**config.mk**
```make
export PLATFORM = sky130hd
export DESIGN_NAME = hwconfig_reader
export DESIGN_NICKNAME = d
export VERILOG_FILES = /design/src/rtl/hwconfig_pkg.sv /design/src/rtl/hwconfig_timeout.sv /design/src/rtl/hwconfig_reader.sv
export SDC_FILE = /design/constraint.sdc
export NUM_CORES = 1
export LEC_CHECK = 0
export CORE_MARGIN = 4
export CORE_UTILIZATION = 35
export DETAILED_ROUTE_END_ITERATION = 10
export GPL_TIMING_DRIVEN = 1
export PLACE_DENSITY_LB_ADDON = 0.08
export SLEW_MARGIN = 5
export SYNTH_ARGS = -nofsm -noshare
export SYNTH_HDL_FRONTEND = slang
export SYNTH_SLANG_ARGS = --single-unit
```
**constraint.sdc**
```tcl
create_clock -name clk -period 2.3 [get_ports clk]
set_input_delay 0.345 -clock clk [delete_from_list [all_inputs] [get_ports clk]]
set_output_delay 0.345 -clock clk [all_outputs]
set_load 0.02 [all_outputs]
```
**src/rtl/hwconfig_pkg.sv**
```systemverilog
// hwconfig_pkg: shared state encoding, slot indices and default IO word-select bits
package hwconfig_pkg;
  typedef enum logic [2:0] {
    S_IDLE,
    S_ISSUE,
    S_WAIT,
    S_DONE,
    S_FAIL
  } state_t;

  localparam logic [1:0] SLOT_RAM = 2'd0;
  localparam logic [1:0] SLOT_DEV = 2'd1;
  localparam logic [1:0] SLOT_CPU = 2'd2;

  // Shared with the config-register decoder so both sides agree on the IO map
  localparam logic [31:0] DEF_IO_BASE     = 32'h0040_0000;
  localparam int          DEF_MEMORY_BIT  = 17;
  localparam int          DEF_DEVICES_BIT = 18;
  localparam int          DEF_CPUINFO_BIT = 19;
endpackage

```
**src/rtl/hwconfig_timeout.sv**
```systemverilog
// hwconfig_timeout: saturating busy-cycle counter; expired flags the MAX-th enabled cycle
module hwconfig_timeout #(
  parameter int MAX = 255
) (
  input  logic clk,
  input  logic resetn,
  input  logic clr,
  input  logic en,
  output logic expired
);
  localparam int W = $clog2(MAX + 1);

  logic [W-1:0] cnt;

  always_ff @(posedge clk or negedge resetn)
    if (!resetn) cnt <= '0;
    else if (clr) cnt <= '0;
    else if (en && cnt != W'(MAX)) cnt <= cnt + 1'b1;

  assign expired = en && (cnt == W'(MAX - 1));
endmodule

```
**src/rtl/hwconfig_reader.sv**
```systemverilog
// hwconfig_reader: IO-bus initiator that latches RAM size, device mask and CPU info.
// HWCONFIG_READER_TIMEOUT_EN enables the per-read busy timeout and the FAIL state.
module hwconfig_reader
  import hwconfig_pkg::*;
#(
  parameter logic [31:0] IO_BASE        = DEF_IO_BASE,
  parameter int          MEMORY_BIT     = DEF_MEMORY_BIT,
  parameter int          DEVICES_BIT    = DEF_DEVICES_BIT,
  parameter int          CPUINFO_BIT    = DEF_CPUINFO_BIT,
  parameter int          TIMEOUT_CYCLES = 255
) (
  input  logic        clk,
  input  logic        resetn,
  input  logic        start,
  output logic [31:0] io_addr,
  output logic        io_rstrb,
  input  logic [31:0] io_rdata,
  input  logic        io_rbusy,
  output logic [31:0] ram_bytes,
  output logic [31:0] devices,
  output logic [15:0] freq_mhz,
  output logic [15:0] counter_width,
  input  logic [4:0]  dev_sel,
  output logic        dev_present,
  output logic        valid,
  output logic        busy,
  output logic        error
);
  state_t     state;
  logic       pending;
  logic [1:0] idx;
  logic       err;
  logic       expired;

  function automatic logic [31:0] addr_of(input logic [1:0] i);
    int b;
    b = (i == SLOT_RAM) ? MEMORY_BIT : (i == SLOT_DEV) ? DEVICES_BIT : CPUINFO_BIT;
    return IO_BASE | (32'd1 << (b + 2));
  endfunction

`ifdef HWCONFIG_READER_TIMEOUT_EN
  hwconfig_timeout #(.MAX(TIMEOUT_CYCLES)) u_timeout (
    .clk     (clk),
    .resetn  (resetn),
    .clr     (state == S_ISSUE),
    .en      (state == S_WAIT && io_rbusy),
    .expired (expired)
  );
  assign error = err;
`else
  logic unused;
  assign expired = 1'b0;
  assign error   = 1'b0;
  assign unused  = ^{err, TIMEOUT_CYCLES};
`endif

  always_ff @(posedge clk or negedge resetn)
    if (!resetn) begin
      state         <= S_IDLE;
      pending       <= 1'b1;
      idx           <= SLOT_RAM;
      io_addr       <= '0;
      ram_bytes     <= '0;
      devices       <= '0;
      freq_mhz      <= '0;
      counter_width <= '0;
      valid         <= 1'b0;
      err           <= 1'b0;
    end else begin
      case (state)
        S_IDLE:
          if (pending || start) begin
            state   <= S_ISSUE;
            pending <= 1'b0;
            idx     <= SLOT_RAM;
            io_addr <= addr_of(SLOT_RAM);
          end
        S_ISSUE: state <= S_WAIT;
        S_WAIT:
          if (!io_rbusy) begin
            if (idx == SLOT_RAM) ram_bytes <= io_rdata;
            if (idx == SLOT_DEV) devices <= io_rdata;
            if (idx == SLOT_CPU) {freq_mhz, counter_width} <= io_rdata;
            if (idx == SLOT_CPU) state <= S_DONE;
            else begin
              state   <= S_ISSUE;
              idx     <= idx + 2'd1;
              io_addr <= addr_of(idx + 2'd1);
            end
          end else if (expired) begin
            state <= S_FAIL;
            err   <= 1'b1;
          end
        S_DONE, S_FAIL:
          // A restart wipes the previous result so stale data is never seen as current
          if (start) begin
            state         <= S_ISSUE;
            idx           <= SLOT_RAM;
            io_addr       <= addr_of(SLOT_RAM);
            ram_bytes     <= '0;
            devices       <= '0;
            freq_mhz      <= '0;
            counter_width <= '0;
            valid         <= 1'b0;
            err           <= 1'b0;
          end else valid <= (state == S_DONE);
        default: state <= S_IDLE;
      endcase
    end

  assign io_rstrb    = (state == S_ISSUE);
  assign busy        = (state == S_ISSUE) || (state == S_WAIT);
  assign dev_present = devices[dev_sel] & valid;
endmodule

```
==> results.py <==
metrics = {
    "worst_setup_path": {
        "cp-end-kind": "output pin",
        "worst-r2r-setup-slack_ns": 0.37,
        "max_stage_delay_ns": 0.48,
        "worstPathArrival_ns": 1.91,
        "path_cells": "mux4_2, mux2_4, nor3b_2, nor4_2, buf_4",
        "worstPathMaxFanout": 2,
        "crit_required_ns": 1.96,
        "crit_type": "flop to output pin",
        "cp-start-kind": "flop",
        "crit_slowest_cell": "mux4_2",
    },
    "clock_tree": {
        "cts_tree": "done",
        "htreeDepth": 3,
        "worst_skew_pair.late_latency_ns": 0.34,
        "path_clk_slew_ns": 0.07,
        "cts.path.max_buffers": 2,
        "clock-sinks": 109,
        "root_buffer": "clkbuf_16",
        "numCtsBuffers": 9,
    },
    "sta": {
        "period_share": 0.982,
        "finalHoldViolCount": 0,
        "finalClockSkew_ns": 0.00805,
        "period_needed_ns": 2.26,
        "max_freq_ghz": 0.443,
        "drv_slew": 0,
        "rsz0062_at_grt": "yes",
        "setup_viol": 0,
        "final.setup.worst_slack_ns": 0.0406,
        "hold-worst-slack_ns": 0.455,
    },
    "job": {
        "max-cap-violations": 0,
    },
    "grt": {
        "grt_usage": 0.165,
        "grt_max_degree": 65,
        "grt_util_met3": 0.0520,
        "grt_pass1_wl_mm": 20.9,
        "grt_use_met1": 0.224,
        "top_usage_layer": "met2",
        "antenna_found_initial": 0,
        "first_global_vias": 3855,
        "met2_usage": 0.253,
        "grt_overflow": 0,
    },
    "logic_synthesis": {
        "synth_edf_count": 0,
        "syn_area_per_cell_um2": 10.4,
        "ys_seq_area_frac": 0.568,
        "yosysWarnings": 0,
        "async_flop_share": 1.00,
        "netlist_instances": 461,
        "ys_ff_latch": 109,
        "synth_area_mm2": 0.00480,
        "synth-main-ff-cell": "dfrtp_1",
        "yosys.cell_types.count": 34,
    },
    "drt": {
        "drc": 0,
        "postRouteAntennaNets": 0,
        "vias": 3717,
        "vias_per_cell": 4.59,
        "drt_iter0_drc": 166,
        "wl_per_cell_um": 15.6,
        "firstDrtPassIters": 4,
        "routed_wl_mm": 12.6,
    },
    "floorplanning": {
        "initial_core_util": 0.360,
        "rows": 42,
        "die_y_um": 125,
        "ios": 174,
        "core_area_mm2": 0.0133,
        "die_area_mm2": 0.0157,
        "die_width_um": 125,
    },
    "power_and_ir_drop": {
        "ir_drop_v": 0.000535,
        "power_density_mw_per_mm2": 1440,
        "power.leakage_nw": 3.11,
    },
    "placement": {
        "place_congestion": 0.749,
        "port_buffers": 148,
        "pre_cts_ws_ns": -0.684,
        "place_hpwl_mm": 9.48,
    },
    "layout": {
        "nets": 681,
        "drive_above_1_share": 0.117,
        "syn_to_final_growth_pct": 44.0,
        "antennaDiodeCount": 0,
    },
    "status": {
        "status": "complete, no violations",
    },
    "worst_hold_path": {
        "hold_class": "input port to asynchronous set/reset pin",
    },
}
-- area by class of cell --
type,count,area [um^2]
fillers,1262,6430
flip-flops and latches,109,2730
multi-input cells,314,1840
repair buffers,186,1810
clock buffers,10,229
well taps,176,220
clock inverters,5,52.6
inverters,9,33.8
-- what timing repair did --
| action | 4_1_cts | 5_1_grt |
|---|---|---|
| setup buffers | 1 | 0 |
| endpoints found under the hold margin | 23 | 0 |
| hold buffers | 1 | 0 |
| gates resized for setup | 18 | 3 |
| pin swaps | 4 | 2 |
| setup endpoints to repair | 1 | 1 |
-- placed cells by master (no fill, tap or decap), types with 2 or more instances in the layout --
cell type / instances
dfrtp_1: 108
mux4_2: 6
mux2_2: 5
o22ai_1: 2
conb_1: 25
a21oi_1: 3
mux2i_1: 4
nand2_1: 99
clkbuf_16: 9
nand2b_1: 33
ha_1: 11
o21ai_0: 96
and3_1: 3
buf_4: 34
a31oi_1: 3
o21ai_4: 3
inv_1: 9
nor2b_1: 6
buf_12: 4
clkinv_2: 3
clkdlybuf4s50_1: 143
dlygate4sd2_1: 2
-- power by group --
group | switching, mW | total [mW] | internal (mW)
registers | 0.493 | 3.21 | 2.71
logic | 2.87 | 5.27 | 2.40
clock network | 0.678 | 1.51 | 0.834
total | 4.04 | 9.99 | 5.95
-- layer usage --
layer  vias up  wire length, um
met1      1765             5880
li1       1817                -
met2       125             5680
met4         0              147
met3        10              935
met5         -                0
-- critical path: cells and delay by family (launching register included) --
family | cells | cell delay, ns
multiplexers | 2 | 0.77
buffers and inverters | 1 | 0.16
AND/OR/NAND/NOR | 2 | 0.25
flip-flops | 1 | 0.39
-- flip-flops by register name, summed over array words and instances (netlist names) --
| signal | flops |
|---|---|
| state | 2 |
| devices | 32 |
| pending | 1 |
| freq_mhz | 16 |
| ram_bytes | 32 |
| counter_width | 16 |
| idx | 2 |
| io_addr | 7 |
| valid | 1 |
-- stage by stage --
stage	TNS (ns)	instances	cell area (um^2)	power, mW	util
2_1_floorplan	0	485	4890	5.94	-
6_report	0	809	6910	9.99	0.518
5_1_grt	-0.0193	809	6910	10.7	0.518
4_1_cts	0	809	6920	10.2	0.519
3_5_place_dp	-0.684	792	6610	8.58	0.495
3_3_place_gp	-0.664	792	6610	8.50	0.495
-- kinds of logic after synthesis --
kind of cell / synth area share
adders and majority gates: 0.0287
AOI/OAI and AO/OA: 0.125
and+or+nand+nor: 0.143
other: 0.000781
buffers and inverters: 0.0753
muxes: 0.0584
DFF: 0.568
-- cells in the mapped netlist, types with 2 or more instances --
library cell / count / area [um^2]
mux2i_1: 4 / 40.0
ha_1: 11 / 138
mux4_2: 3 / 67.6
nand2b_1: 33 / 206
o21ai_0: 97 / 485
inv_1: 9 / 33.8
mux2_2: 6 / 67.6
dfrtp_1: 108 / 2700
mux4_1: 4 / 105
a21oi_1: 3 / 15.0
buf_2: 10 / 50.1
nor2b_1: 6 / 37.5
clkbuf_1: 14 / 52.6
buf_6: 2 / 22.5
and3_1: 3 / 18.8
o21ai_2: 3 / 26.3
o22ai_1: 2 / 12.5
a31oi_1: 3 / 18.8
nand2_1: 99 / 372
buf_4: 27 / 203
-- final timing paths --
check,to,start,cells after the start
worst max-delay path,dev_present,devices[11],5
worst min-delay path,devices[17],resetn,2
worst max register to register,freq_mhz[10],state[0],6
worst min register to register,io_addr[22],io_addr[22],1
max in group asynchronous,pending,resetn,3
min in group clk,io_addr[22],io_addr[22],1
Power figures use the tool's default switching activity.
